$ cat src/rtl/alu_issue_pkg.sv
// ALU issue shared definitions: opcodes, ALU class
// encodings, funct3 names and the issue bundle.
package alu_issue_pkg;

  localparam int XLEN = 32;

  localparam logic [6:0] OPC_OP     = 7'b0110011;
  localparam logic [6:0] OPC_OPIMM  = 7'b0010011;
  localparam logic [6:0] OPC_LUI    = 7'b0110111;
  localparam logic [6:0] OPC_AUIPC  = 7'b0010111;
  localparam logic [6:0] OPC_JAL    = 7'b1101111;
  localparam logic [6:0] OPC_JALR   = 7'b1100111;
  localparam logic [6:0] OPC_BRANCH = 7'b1100011;

  localparam logic [6:0] F7_BASE = 7'b0000000;
  localparam logic [6:0] F7_ALT  = 7'b0100000;

  typedef enum logic [1:0] {
    CLS_BASE = 2'b00,
    CLS_ALT  = 2'b01,
    CLS_BR   = 2'b10,
    CLS_JMP  = 2'b11
  } alu_cls_e;

  localparam logic [2:0] F3_ADD  = 3'b000;
  localparam logic [2:0] F3_SLL  = 3'b001;
  localparam logic [2:0] F3_SLT  = 3'b010;
  localparam logic [2:0] F3_SLTU = 3'b011;
  localparam logic [2:0] F3_XOR  = 3'b100;
  localparam logic [2:0] F3_SR   = 3'b101;
  localparam logic [2:0] F3_OR   = 3'b110;
  localparam logic [2:0] F3_AND  = 3'b111;

  typedef struct packed {
    logic [5:0]      ctrl;
    logic            br;
    logic [XLEN-1:0] a;
    logic [XLEN-1:0] b;
    logic [XLEN-1:0] tgt;
    logic [4:0]      rd;
    logic            we;
    logic            ill;
  } iss_t;

  function automatic logic [5:0] alu_ctrl(
    input alu_cls_e   cls,
    input logic [2:0] f3
  );
    return {1'b0, cls, f3};
  endfunction

endpackage

$ cat src/rtl/alu_issue_decode.sv
// Combinational decode of one instruction into
// ALU control, operands and control-transfer target.
module alu_issue_decode
  import alu_issue_pkg::*;
(
  input  logic [31:0] in_instr,
  input  logic [31:0] in_pc,
  input  logic [31:0] in_rs1,
  input  logic [31:0] in_rs2,
  output iss_t        dec_o
);

  logic [6:0]  opc;
  logic [2:0]  f3;
  logic [6:0]  f7;
  logic [31:0] imm_i;
  logic [31:0] imm_u;
  logic [31:0] imm_j;
  logic [31:0] imm_b;
  logic [31:0] jalr_sum;

  assign opc   = in_instr[6:0];
  assign f3    = in_instr[14:12];
  assign f7    = in_instr[31:25];
  assign imm_i = {{20{in_instr[31]}}, in_instr[31:20]};
  assign imm_u = {in_instr[31:12], 12'b0};
  assign imm_j = {{12{in_instr[31]}}, in_instr[19:12],
                  in_instr[20], in_instr[30:21], 1'b0};
  assign imm_b = {{20{in_instr[31]}}, in_instr[7],
                  in_instr[30:25], in_instr[11:8], 1'b0};
  assign jalr_sum = in_rs1 + imm_i;

  alu_cls_e    cls;
  logic [2:0]  fn;
  logic        legal;
  logic        wr;
  iss_t        d;

  // Per-opcode field selection, then illegal/rd=0 squash
  always_comb begin
    cls   = CLS_BASE;
    fn    = f3;
    legal = 1'b1;
    wr    = 1'b0;
    d     = '0;
    d.rd  = in_instr[11:7];
    unique case (1'b1)
      (opc == OPC_OP): begin
        d.a   = in_rs1;
        d.b   = in_rs2;
        wr    = 1'b1;
        legal = (f7 == F7_BASE) ||
                (f7 == F7_ALT &&
                 (f3 == F3_ADD || f3 == F3_SR));
        if (f7 == F7_ALT) cls = CLS_ALT;
      end
      (opc == OPC_OPIMM): begin
        d.a = in_rs1;
        wr  = 1'b1;
        if (f3 == F3_SLL || f3 == F3_SR)
          d.b = {27'b0, in_instr[24:20]};
        else
          d.b = imm_i;
        if (f3 == F3_SR && f7 == F7_ALT)
          cls = CLS_ALT;
      end
      (opc == OPC_LUI): begin
        fn  = F3_ADD;
        d.b = imm_u;
        wr  = 1'b1;
      end
      (opc == OPC_AUIPC): begin
        fn  = F3_ADD;
        d.a = in_pc;
        d.b = imm_u;
        wr  = 1'b1;
      end
      (opc == OPC_JAL): begin
        cls   = CLS_JMP;
        fn    = F3_ADD;
        d.a   = in_pc;
        d.b   = 32'd4;
        d.tgt = in_pc + imm_j;
        d.br  = 1'b1;
        wr    = 1'b1;
      end
      (opc == OPC_JALR): begin
        legal = (f3 == F3_ADD);
        cls   = CLS_JMP;
        d.a   = in_pc;
        d.b   = 32'd4;
        d.tgt = {jalr_sum[31:1], 1'b0};
        d.br  = 1'b1;
        wr    = 1'b1;
      end
      (opc == OPC_BRANCH): begin
        legal = !(f3 == F3_SLT || f3 == F3_SLTU);
        cls   = CLS_BR;
        d.a   = in_rs1;
        d.b   = in_rs2;
        d.tgt = in_pc + imm_b;
        d.br  = 1'b1;
      end
      default: legal = 1'b0;
    endcase
    if (legal) begin
      d.ctrl = alu_ctrl(cls, fn);
      d.we   = wr && (d.rd != 5'd0);
    end else begin
      d      = '0;
      d.rd   = in_instr[11:7];
      d.ill  = 1'b1;
    end
    dec_o = d;
  end

endmodule

$ cat src/rtl/alu_issue.sv
// Issue stage toward the ALU: one output register plus
// one skid register behind a registered in_ready.
module alu_issue
  import alu_issue_pkg::*;
(
  input  logic        clock,
  input  logic        reset_n,
  input  logic        in_valid,
  output logic        in_ready,
  input  logic [31:0] in_instr,
  input  logic [31:0] in_pc,
  input  logic [31:0] in_rs1,
  input  logic [31:0] in_rs2,
  input  logic        flush,
  output logic        out_valid,
  input  logic        out_ready,
  output logic [5:0]  out_ALU_Control,
  output logic        out_branch_op,
  output logic [31:0] out_operand_A,
  output logic [31:0] out_operand_B,
  output logic [31:0] out_target,
  output logic [4:0]  out_rd,
  output logic        out_rd_we,
  output logic        out_illegal
);

  iss_t dec;
  iss_t out_q, out_d;
  iss_t skid_q, skid_d;
  logic out_v_q, out_v_d;
  logic skid_v_q, skid_v_d;
  logic rdy_q;
  logic in_fire;
  logic out_free;

  alu_issue_decode u_dec (
    .in_instr (in_instr),
    .in_pc    (in_pc),
    .in_rs1   (in_rs1),
    .in_rs2   (in_rs2),
    .dec_o    (dec)
  );

  assign in_fire  = in_valid && rdy_q;
  assign out_free = !out_v_q || out_ready;

  // Next state: flush wins, then skid drains first
  always_comb begin
    out_d    = out_q;
    out_v_d  = out_v_q;
    skid_d   = skid_q;
    skid_v_d = skid_v_q;
    if (flush) begin
      out_v_d  = 1'b0;
      skid_v_d = 1'b0;
    end else if (out_free) begin
      if (skid_v_q) begin
        out_d    = skid_q;
        out_v_d  = 1'b1;
        skid_v_d = 1'b0;
      end else if (in_fire) begin
        out_d   = dec;
        out_v_d = 1'b1;
      end else begin
        out_v_d = 1'b0;
      end
    end else if (in_fire) begin
      skid_d   = dec;
      skid_v_d = 1'b1;
    end
  end

  // State registers; in_ready tracks next skid state
  always_ff @(posedge clock or negedge reset_n) begin
    if (!reset_n) begin
      out_q    <= '0;
      out_v_q  <= 1'b0;
      skid_q   <= '0;
      skid_v_q <= 1'b0;
      rdy_q    <= 1'b0;
    end else begin
      out_q    <= out_d;
      out_v_q  <= out_v_d;
      skid_q   <= skid_d;
      skid_v_q <= skid_v_d;
      rdy_q    <= !skid_v_d;
    end
  end

  assign in_ready        = rdy_q;
  assign out_valid       = out_v_q;
  assign out_ALU_Control = out_q.ctrl;
  assign out_branch_op   = out_q.br;
  assign out_operand_A   = out_q.a;
  assign out_operand_B   = out_q.b;
  assign out_target      = out_q.tgt;
  assign out_rd          = out_q.rd;
  assign out_rd_we       = out_q.we;
  assign out_illegal     = out_q.ill;

endmodule

$ cat config.mk
export PLATFORM = sky130hd
export DESIGN_NAME = alu_issue
export DESIGN_NICKNAME = d
export VERILOG_FILES = /design/src/rtl/alu_issue_pkg.sv /design/src/rtl/alu_issue_decode.sv /design/src/rtl/alu_issue.sv
export SDC_FILE = /design/constraint.sdc
export NUM_CORES = 1
export LEC_CHECK = 0
export CAP_MARGIN = 20
export CORE_ASPECT_RATIO = 1.5
export CORE_MARGIN = 2
export CORE_UTILIZATION = 24
export DETAILED_ROUTE_END_ITERATION = 12
export PLACE_DENSITY_LB_ADDON = 0.3
export SLEW_MARGIN = 10
export SYNTH_ARGS = -nofsm -noshare
export SYNTH_HDL_FRONTEND = slang
export SYNTH_SLANG_ARGS = --single-unit
$ cat constraint.sdc
create_clock -name clock -period 2.05 [get_ports clock]
set_input_delay 0.41 -clock clock [delete_from_list [all_inputs] [get_ports clock]]
set_output_delay 0.41 -clock clock [all_outputs]
set_load 0.05 [all_outputs]
# After elaboration in Yosys (flattened, before gate mapping)
# Cells that the tools add are included.
[classes]
n_eq_ne = 12
multipliers = 0
mux = 24
order_cmp = 0
add_sub_neg = 3
shift = 0
reduce_logical = 28
n_bitwise = 2
div_mod_pow = 0
[op_table]
columns = ["op", "n"]
rows = [
  ["$mux 110", 2],
  ["$pmux 32 s4", 1],
  ["$mux 102", 1],
  ["$add 32x32->32", 3],
  ["$pmux 32 s3", 1],
  ["$pmux 32 s2", 1],
  ["$mux 32", 1],
  ["$eq 7x6->1 const B", 3],
  ["$eq 7x7->1 const B", 3],
  ["$eq 7x5->1 const B", 2],
  ["$mux 1", 13],
  ["$reduce_or 3->1", 4],
  ["$pmux 2 s4", 1],
  ["$logic_not 7->1", 1],
  ["$eq 3x2->1 const B", 2],
  ["$reduce_and 3->1", 2],
  ["$reduce_or 2->1", 3],
  ["$reduce_or 6->1", 1],
  ["$logic_or 1x1->1", 5],
  ["$mux 5", 1],
  ["$reduce_bool 5->1", 1],
  ["$logic_and 1x1->1", 4],
  ["$pmux 1 s4", 1],
  ["$reduce_bool 2->1", 2],
  ["other kinds (7)", 10],
]
[word_totals]
ff_bits = 223
wordCells = 88
ramBits = 0
rom_bits = 0
out_inout_bits = 112
latchBits = 0
inputBits = 133
memories = 0

# Depth between registers and ports, before layout
# Gate-level depths: netlist of the first run.
[logic_depth]
depth_word = 8
depth_mapped = 16
depth_no_buf = 14

# Modules after synthesis
# Synthesis of the first run repeated with hierarchy kept, for this count alone.
[unflattened]
hier_cells = 1334
area_unflattened_um2 = 14964.4
[modules_own_cells]
columns = ["module", "seq_area_each_um2", "n_inst", "area_each_um2", "cells_per_inst"]
rows = [
  ["alu_issue", 5580.4, 1, 10099.7, 599],
  ["alu_issue_decode", 0.0, 1, 4864.7, 735],
]

# Worst setup path after synthesis of the first run
# No wires, ideal clock.
[synth_path]
path_type = "input-to-reg"
from = "input in_instr[3]"
to = "register out_q (netlist bit out_target[27])"
n_path_buf = 2
t_arrival_ns = 4.331
required_ns = 1.922
path_slack_ns = -2.409
setup_time_ns = 0.128
stages = 16
cell_sequence = "clkbuf_1 -> and4bb_2 -> nand2_1 -> clkbuf_1 -> mux2_2 -> ha_1 -> fa_1 -> a21o_1 -> a221oi_2 -> o32ai_2 -> a2111oi_4 -> o41ai_2 -> a311oi_2 -> xnor2_1 -> a221oi_1 -> o21ai_1"
[synth_between]
elab_chain_len = 6
word_cells_on_any_way = 13
classes_between = "eq/ne: 7; mux: 5; reduce/logical: 1"
[synth_lines]
columns = ["item", "line_no", "text"]
rows = [
  ["start, declared", "alu_issue.sv:10", "input logic [31:0] in_instr,"],
  ["$eq 7x7->1, or another cell as far along", "alu_issue_decode.sv:78", "(opc == OPC_JAL): begin"],
  ["$reduce_or 4->1 (no source line)", "--", ""],
  ["$pmux 1 s4", "alu_issue_decode.sv:47", "unique case (1'b1)"],
  ["$mux 102 *", "alu_issue_decode.sv:106", "if (legal) begin"],
  ["$mux 110 *", "alu_issue.sv:61", "end else if (in_fire) begin"],
  ["$mux 110 *", "alu_issue.sv:57", "if (skid_v_q) begin"],
  ["end signal, assigned", "alu_issue.sv:82", "out_q <= out_d;"],
  ["end, declared", "alu_issue.sv:28", "iss_t out_q, out_d;"],
]
# Mark *: on every way between the ends. The rest lies on a longest branch, timed or not. The select of a mux whose other input is x is not followed.
# A chain may end at the register's enable or synchronous reset.

# Worst setup path in the final report of the first run
[layout_path]
from = "input in_instr[2]"
to = "register out_q (netlist bit out_target[27])"
# The elaborated chain is that of the path after synthesis.

==> run summary, run 1 <==
Outcome - finished with violations
Failing checks - negative setup slack
CP Capture Type - flop
Main synth FF type - dfrtp_1
Mapped Nets - 1863
Root Buffer Master - clkbuf_16
Fillcell total - 5854
Power consumption - 0.0129 W
Post-Place Worst Slack - -2490 ps
Worst-path cell chain - buf_6 > and4bb_4 > nand2_4 > mux2_4 > ha_4 > fa_2 > a21o_1 > a221oi_4 > o32ai_4 > a2111oi_4 > o41ai_2 > a311oi_2 > xnor2_1 > a221oi_2 > o21ai_1
Distinct cells, synth - 64
Core area - 0.0576 mm^2
Period utilization - 162%
WP data required - 2470 ps
Final min period - 3330 ps
Vias in the first global route - 15400
M1 wire length - 24400 um
Initial antenna violation count - 4
Skew-Pair Late Insertion Delay - 560 ps
Gate Count Post-Synth - 1664
Area Growth Syn to Fin - 63.4%
Die area - 0.0598 mm^2
Vias - 14900
Gpl congestion - 0.900
CTS Buffer Depth - 3
Fmax - 300 MHz
Top-count cell post-synth - nand2_1
Die height - 299 um
DIE WIDTH - 200 um
Pins Over Slew Limit - 0
Clock Pin Slew Worst Setup and Hold Paths - 60 ps
Clock buffer count from CTS - 26
Slew @ Worst Pin - 700 ps
Final Hold Fails - 0
Fin nets - 2458
Max Used Layer - met5
Final Skew - 15.5 ps
Arr. time, crit path - 3750 ps
Initial DRC Count - 607
Layout cell share with drive strength beyond 1 - 37.0%
Finished Core Util - 39.4%
Syn avg cell area - 8.34 um^2
Post-synth top cells - nand2_1, dfrtp_1, a21oi_1, clkbuf_1, o21ai_1
CP peak stage delay - 390 ps
Yosys warns - 0
Worst setup margin - -1280 ps
Number of detailed-route iterations in the first pass - 5
HP Class - in2async
First-pass GRT wire length - 92500 um
CP startpoint kind - input pin
Port bufs - 243
Antenna Violating Nets Remaining - 0
Slew headroom - 53.3%
CTS Sinks - 221
Hold slack final - 351 ps
Via density - 4.89
Setup CP Type - in2reg
I/O pin cnt - 245
Leading area contributor after synthesis - dfrtp_1
Synth area leaders - dfrtp_1, nand2_1, ha_1
CTS tree - yes
DR WL met2 - 32900 um
Sequential share of the synthesized area - 39.8%
Ys async rst share - 100%
Worst-path maximum fanout - 3
Largest net degree at the start of global routing - 115
HPWL after DPL - 48400 um
RSZ-0062 raised after global routing - true
Drt drc - 0
Max VDD drop - 0.456 mV
Crit-path slowest cell - a2111oi_4
Post-synth EDFFs - 0
Number of max-cap violations - 0
Grt ovf - 0
Leak Pwr - 10.3 nW
Yosys top cell area share - 39.8%
Pwr/cell area - 567 mW/mm^2
Drt wl/cell - 20.5 um
Met3 routed WL - 2540 um
Dpl cell area - 0.0205 mm^2
#FFs+latches synth - 221
Setup violators final - 60
H-tree depth - 1
GRT Total Usage - 20.1%
Initial Util - 24.1%
Row count - 108
Mapped cell area - 0.0139 mm^2
Final WL - 62600 um
Final Cell Area - 0.0227 mm^2
## path summary, 6_finish.rpt
| path | start | to | slack (ps) | cells after the start |
|---|---|---|---|---|
| max in group asynchronous | reset_n | out_operand_A[21] | 990 | 3 |
| hold reg to reg | skid_q[4] | skid_q[4] | 480 | 2 |
| min in group clock | in_instr[14] | skid_q[106] | 380 | 4 |
| setup / recovery | in_instr[2] | out_target[27] | -1280 | 15 |
| setup reg to reg | skid_v_q | out_target[14] | 250 | 7 |
| hold / removal | reset_n | out_target[23] | 350 | 2 |
## layer usage
| layer | vias to the layer above | track usage (%) |
|---|---|---|
| met1 | 7241 | 23.2 |
| met4 | 4 | 8.87 |
| met3 | 98 | 2.15 |
| li1 | 7149 | - |
| met2 | 408 | 37.3 |
| met5 | - | 0 |
## logic make-up (layout without fill, tap and decap cells)
kind of cell	after synthesis	after routing	share of synthesized area [%]
compound gates	573	573	26.2
simple gates	572	572	17.3
flops	221	221	39.8
buf+inv	127	738	3.51
fa+ha+maj	66	66	6.06
xor+xnor	58	58	3.66
mux	46	46	3.38
other cells	1	2	0.0270
## worst max-delay path: cells and delay by family
family | cells | cell delay [ps]
AOI/OAI and AO/OA | 8 | 1840
adders and majority gates | 2 | 510
and+or+nand+nor | 2 | 450
muxes | 1 | 320
xor gates and xnor gates | 1 | 140
buffers and inverters | 1 | 90
## flip-flops by register name, indices dropped and copies added (netlist names), 5 cells and up
| signal | cells |
|---|---|
| out_operand_A | 32 |
| out_ALU_Control | 5 |
| out_target | 32 |
| skid_q | 109 |
| out_rd | 5 |
| out_operand_B | 32 |
## stage by stage
step,TNS [ps],cells
floorplan,-79320,1664
global placement,-255240,2963
detailed placement,-261020,2963
CTS,-50040,3026
global route,-57800,3045
finish,-53630,3046
## power breakdown
part	internal (W)	switching (W)	total [W]
registers	0.00447	0.0000660	0.00453
logic	0.00160	0.00191	0.00351
clock network	0.00286	0.00196	0.00482
total	0.00893	0.00393	0.0129
## cells in the final DEF, fill, tap and decap left out, drive strengths merged, types with 3 or more instances in the layout
master	instances
nand4	12
and3	19
a221oi	5
clkinv	4
nand2	366
a21o	56
o21a	7
nor2b	6
a21oi	144
nor2	91
and2	5
clkbuf	48
xor2	27
xnor2	31
a31oi	13
buf	535
a22oi	62
nand3	16
clkdlybuf4s50	108
mux2i	39
o31ai	12
nand2b	10
mux2	7
dlygate4sd2	24
nor3	20
inv	10
o211ai	7
dfrtp	221
nand3b	3
or3	9
o21ai	172
o21bai	6
dlymetal6s2s	6
ha	64
a211oi	22
or2	10
a311oi	43
## cell type report
cell class	count	area [um^2]	area share (%)
timing repair buffer	684	5960	26.3
clock inverter	6	87.6	0.386
clock buffer	38	777	3.42
antenna	1	2.50	0.0110
multi-input combinational	1316	9330	41.1
inverter	10	37.5	0.165
tap	770	963	4.25
sequential	221	5540	24.4
## what timing repair did
| item | CTS | global route |
|---|---|---|
| gates resized for setup | 168 | 147 |
| cloned | 0 | 2 |
| hold buffers | 1 | 0 |
| hold endpoints to repair | 39 | 0 |
| pin swaps | 90 | 113 |
| setup endpoints to repair | 228 | 145 |
| buffers inserted | 26 | 28 |
No activity file was read; power rests on OpenSTA's default activity.
==> run 2, diff against run 1 <==
--- a/config.mk
+++ b/config.mk
@@ -10,6 +10,7 @@
 export CORE_MARGIN = 2
 export CORE_UTILIZATION = 24
 export DETAILED_ROUTE_END_ITERATION = 12
+export GPL_TIMING_DRIVEN = 0
 export PLACE_DENSITY_LB_ADDON = 0.3
 export SLEW_MARGIN = 10
 export SYNTH_ARGS = -nofsm -noshare
==> run 2 against run 1 <==
  * The run still ends with negative setup slack left
  * First-iteration DRC count increased by 50%
  * Setup slack worse by 230 ps
  * Core utilization down 4.3 points
  * Count of clock-buffer cells in the layout is 3 lower
  * Power fell by 6.2%
  * Non-clock buffer count fell by 271
  * Clock skew shrank 1.0 ps
  * Design area shrank 11%
  * Register-to-register slack lost 410 ps
  * Die area unchanged
  * Sequential power hardly changed
  * Wire length up 2.2%
  * Largest power group unchanged
  * Highest routed layer unchanged
==> run summary, run 2 (synthesized netlist as in run 1, its figures left out) <==
Clock buffer count from CTS - 25
Register-to-Register Path Depth - 8
Most frequent cells in the layout - nand2_1, dfrtp_1, clkdlybuf4s50_1
H-tree depth - 1
Most common cell after layout, fill and taps aside - nand2_1
Outcome - finished with violations
WP data required - 2460 ps
Vias - 14300
Dpl cell area - 0.0180 mm^2
Die area - 0.0598 mm^2
Row count - 108
Initial DRC Count - 910
Non-filler instance count after layout - 2773
Via density - 5.16
RSZ-0062 raised after global routing - true
Final Hold Fails - 0
Skew-Pair Late Insertion Delay - 550 ps
# diodes - 0
Clock Pin Slew Worst Setup and Hold Paths - 60 ps
Final WL - 64000 um
HP Class - in2reg
Number of max-cap violations - 0
Pins Over Slew Limit - 0
Core area - 0.0576 mm^2
Layout cell share with drive strength beyond 1 - 19.9%
Largest register FFs - 109
Port bufs - 241
End of the worst hold path - skid_q[105]
Initial antenna violation count - 3
Drt wl/cell - 23.1 um
Crit-path slowest cell - a2111oi_4
Fillcell total - 6021
HPWL after DPL - 49600 um
Fin nets - 2186
Worst setup margin - -1510 ps
Vias in the first global route - 14400
CTS Sinks - 221
Pwr/cell area - 596 mW/mm^2
CTS tree - yes
Slew @ Worst Pin - 949 ps
Arr. time, crit path - 3980 ps
Area Growth Syn to Fin - 45.7%
Setup CP Type - in2reg
Failing checks - negative setup slack
CP peak stage delay - 410 ps
Worst-path cell chain - buf_6 > and4bb_4 > nand2_4 > buf_8 > mux2_4 > ha_4 > fa_2 > a21o_1 > a221oi_4 > o32ai_4 > a2111oi_4 > o41ai_4 > a311oi_2 > xnor2_2 > a221oi_2 > o21ai_1
Gpl congestion - 0.914
Setup violators final - 226
Hold Crit Start - in_instr[13]
Largest Register - skid_q
DIE WIDTH - 200 um
Period utilization - 174%
Placed cell count - 2679
CTS Buffer Depth - 3
Number of detailed-route iterations in the first pass - 5
WHS Path Cells - 3
Final Cell Area - 0.0202 mm^2
Max VDD drop - 0.506 mV
Final Skew - 14.5 ps
Antenna Violating Nets Remaining - 0
Final min period - 3560 ps
Slew headroom - 36.7%
Worst r2r src - skid_v_q
CP Capture Type - flop
Worst-path maximum fanout - 2
CP startpoint kind - input pin
Setup TNS - -88220 ps
Buf/Inv on CP - 2
Initial Util - 24.1%
Fmax - 281 MHz
GRT Total Usage - 20.9%
Leak Pwr - 8.80 nW
Crit-path leading delay family - compound AO/OA/AOI/OAI gates
Root Buffer Master - clkbuf_16
FF-to-FF setup slack - -160 ps
Drt drc - 0
First-pass GRT wire length - 94100 um
I/O pin cnt - 245
Grt ovf - 0
Crit Reg-Reg Endpoint - out_target[10]
Die height - 299 um
Largest net degree at the start of global routing - 93
## run 2: how the worst max path moves through the flow
stage | start | endpoint | cells past startpoint
2_1_floorplan | in_instr[3] | out_target[27] | 16
3_3_place_gp | reset_n | out_valid | 1
3_5_place_dp | in_instr[2] | out_target[27] | 16
4_1_cts | in_instr[3] | out_target[27] | 16
5_1_grt | in_instr[2] | out_target[27] | 16
6_report | in_instr[2] | out_target[27] | 16
## run 2: report_power, final
group	internal (W)	switching, W	leakage (nW)	total, W
Clock	0.00275	0.00190	0.402	0.00465
Combinational	0.00110	0.00179	5.36	0.00289
Sequential	0.00446	0.0000606	3.04	0.00453
## run 2: per-stage QoR
| step | total power [W] | hold slack, ps | util [%] | setup WS, ps |
|---|---|---|---|---|
| CTS | 0.0121 | 260 | 34.4 | -1620 |
| global placement | 0.00714 | 455 | 31.0 | -10230 |
| detailed placement | 0.00717 | 379 | 31.2 | -2740 |
| finish | 0.0121 | 277 | 35.1 | -1510 |
| global route | 0.0125 | 281 | 35.1 | -1680 |
| floorplan | 0.00603 | 114 | - | -1870 |
## run 2: what timing repair did
| action | in CTS | in global routing |
|---|---|---|
| endpoints found under the hold margin | 51 | 0 |
| setup buffers | 34 | 19 |
| cloned | 6 | 0 |
| pin swaps | 59 | 74 |
| hold buffers | 1 | 0 |
| endpoints found under the setup margin | 329 | 237 |
| gates resized for setup | 306 | 96 |
## run 2: layout make-up
type | instances | area, um^2 | area share (%)
plain buffers | 111 | 723 | 3.58
clock buffers | 35 | 703 | 3.48
clock inverters | 8 | 118 | 0.582
inverters | 10 | 37.5 | 0.186
multi-input cells | 1316 | 9110 | 45.1
flip-flops and latches | 221 | 5530 | 27.4
well taps | 770 | 963 | 4.76
repair buffers | 302 | 3030 | 15.0
## run 2: metal layers
metal  wire length (um)  vias to the layer above  part of all wire, %  global-route usage (%)
met5                 38                        -                0.059                       0
met4               2450                        6                  3.8                    7.35
met3               3080                      104                  4.8                    2.37
met2              32900                      492                   51                    38.1
met1              25500                     7090                   40                    25.2
li1                   -                     6615                    -                       -
## run 2: worst reg2reg max path, cell delays in order, from the launching register on
cell	delay, ps
dfrtp_2	500
a21oi_1	220
nor2_1	90
nand2_2	130
clkbuf_8	220
clkbuf_8	260
clkbuf_1	430
a21oi_1	180
o31ai_2	90
==> run 3, diff against run 2 <==
--- a/config.mk
+++ b/config.mk
@@ -5,7 +5,6 @@
 export SDC_FILE = /design/constraint.sdc
 export NUM_CORES = 1
 export LEC_CHECK = 0
-export CAP_MARGIN = 20
 export CORE_ASPECT_RATIO = 1.5
 export CORE_MARGIN = 2
 export CORE_UTILIZATION = 24
==> results of run 3 <==
Same layout as run 2: the final DEF is identical, and so are final timing and power.
==> RTL edit, RTL diff (config.mk and constraints of run 3) <==
Reset style: synchronous (`reset_n`), changed in one clocked block.
--- a/src/rtl/alu_issue.sv
+++ b/src/rtl/alu_issue.sv
@@ -71,7 +71,7 @@
   end
 
   // State registers; in_ready tracks next skid state
-  always_ff @(posedge clock or negedge reset_n) begin
+  always_ff @(posedge clock) begin
     if (!reset_n) begin
       out_q    <= '0;
       out_v_q  <= 1'b0;
Formal check against the unedited RTL: not equivalent (a bounded check fails within 4 cycles, from zero or initial values and one cycle with reset_n low; the reset may be asserted at any time).
==> RTL edit against run 3 <==
- the run still ends with setup timing left
- design area unchanged
- die area shrank 3.0%
- worst setup slack gained 0.19 ns
- sequential cell count is the same
- non-clock buffer count is 41 higher
- cell count is 2.7% higher
- utilization grew 1.3 points
- register-to-register slack better by 0.11 ns
- total power up 0.75%
- hold slack better by 0.047 ns
- wire length up 7.0%
- synthesized area fell by 3.0%
- critical path type unchanged
- largest cell class unchanged
==> RTL edit: results (changes against run 3) <==
metric	value	unit	change
hold_path_startpoint	in_instr[12]		
drive_gt1_share	21.2	%	+1.3 points
power.leakage	7.72	nW	-12%
critPathSlowestCell	fa_2		
synth.area.mux_share	2.72	%	-0.66 points
holdWs	0.324	ns	+0.0468 ns
setup_tns	-89.95	ns	-1.72 ns
gp_congestion	0.952		+4.1%
setup_ws	-1.32	ns	+0.193 ns
pre_cts_slack	-2.79	ns	-0.0441 ns
violations	setup timing		
track_usage	22.5	%	+1.6 points
synth_area_per_cell	7.55	um2	-9.6%
sequentialPowerShare	36.7	%	-0.8 points
vdd_ir_drop_max	0.000520	V	+2.8%
status	finished, violations left		
synthAdderAreaFrac	6.25	%	+0.19 points
hold_path_end	skid_q[104]		
avgViaCountPerCell	5.41		+4.8%
final_nets	2329		+6.5%
cellInternalPower	8.12	mW	-2.3%
ys_seq_area_share	32.9	%	-7.0 points
totalWireLength	68400	um	+7.0%
arrival	3.81	ns	-0.17 ns
path_max_fanout	6		+4
setup-violations-final	187		-17%
grt_max_degree	34		-63%
r2r_setup_slack	-0.05	ns	+0.11 ns
switching_share	33.2	%	+2.1 points
grt_first_pass_wirelength	96700	um	+2.8%
syn_nets	1983		+6.4%
drt-initial-drc-count	1005		+10%
worstRegToRegCells	5		-3
## RTL edit: cell types whose count changed after synthesis, moves of 43 or more
cell      delta
dfrtp_1    -221
dfxtp_1    +221
nor2_1     +133
nand2_1    -119
o21ai_1     -92
a21oi_1     +63
o21ai_0     +46
o211ai_1    +43
## RTL edit: worst max-delay path by stage
stage | startpoint | end | slack (ns) | cells after the start
floorplan | in_instr[3] | out_target[17] | -1.35 | 15
global placement | in_instr[31] | out_target[30] | -3.46 | 15
detailed placement | in_instr[5] | out_target[21] | -2.79 | 17
CTS | in_instr[2] | out_target[30] | -1.28 | 15
global route | in_instr[2] | out_target[30] | -1.44 | 15
finish | in_instr[3] | out_target[17] | -1.32 | 17
## RTL edit: critical path, delay by kind of cell
kind | cells | cell delay, ns
mux | 1 | 0.31
compound gates | 7 | 1.23
buf+inv | 3 | 0.43
simple gates | 3 | 0.60
fa+ha+maj | 2 | 0.59
xor+xnor | 1 | 0.23
## RTL edit: metal layers
metal	wire length (um)	global-route usage, %	vias to the layer above	part of all wire (%)
met3	4420	3.37	195	6.5
met2	34100	40.4	665	50
met4	5050	15.4	0	7.4
met5	0	0	-	0
li1	-	-	7170	-
met1	24900	24.0	7376	36
## RTL edit: repair_timing
action	in CTS	in global routing
buffers inserted	45	38
setup endpoints to repair	330	197
hold endpoints to repair	0	0
pin swaps	89	122
gates cloned	3	3
resized for setup	449	223
## RTL edit: final cells by class
class / count / area (um2)
fill: 5745 / 35300
inverter: 19 / 71.3
multi-input combinational: 1411 / 10100
timing repair buffer: 328 / 3220
sequential: 221 / 4430
tap: 702 / 878
clock buffer: 28 / 594
buffer: 126 / 748
clock inverter: 14 / 163
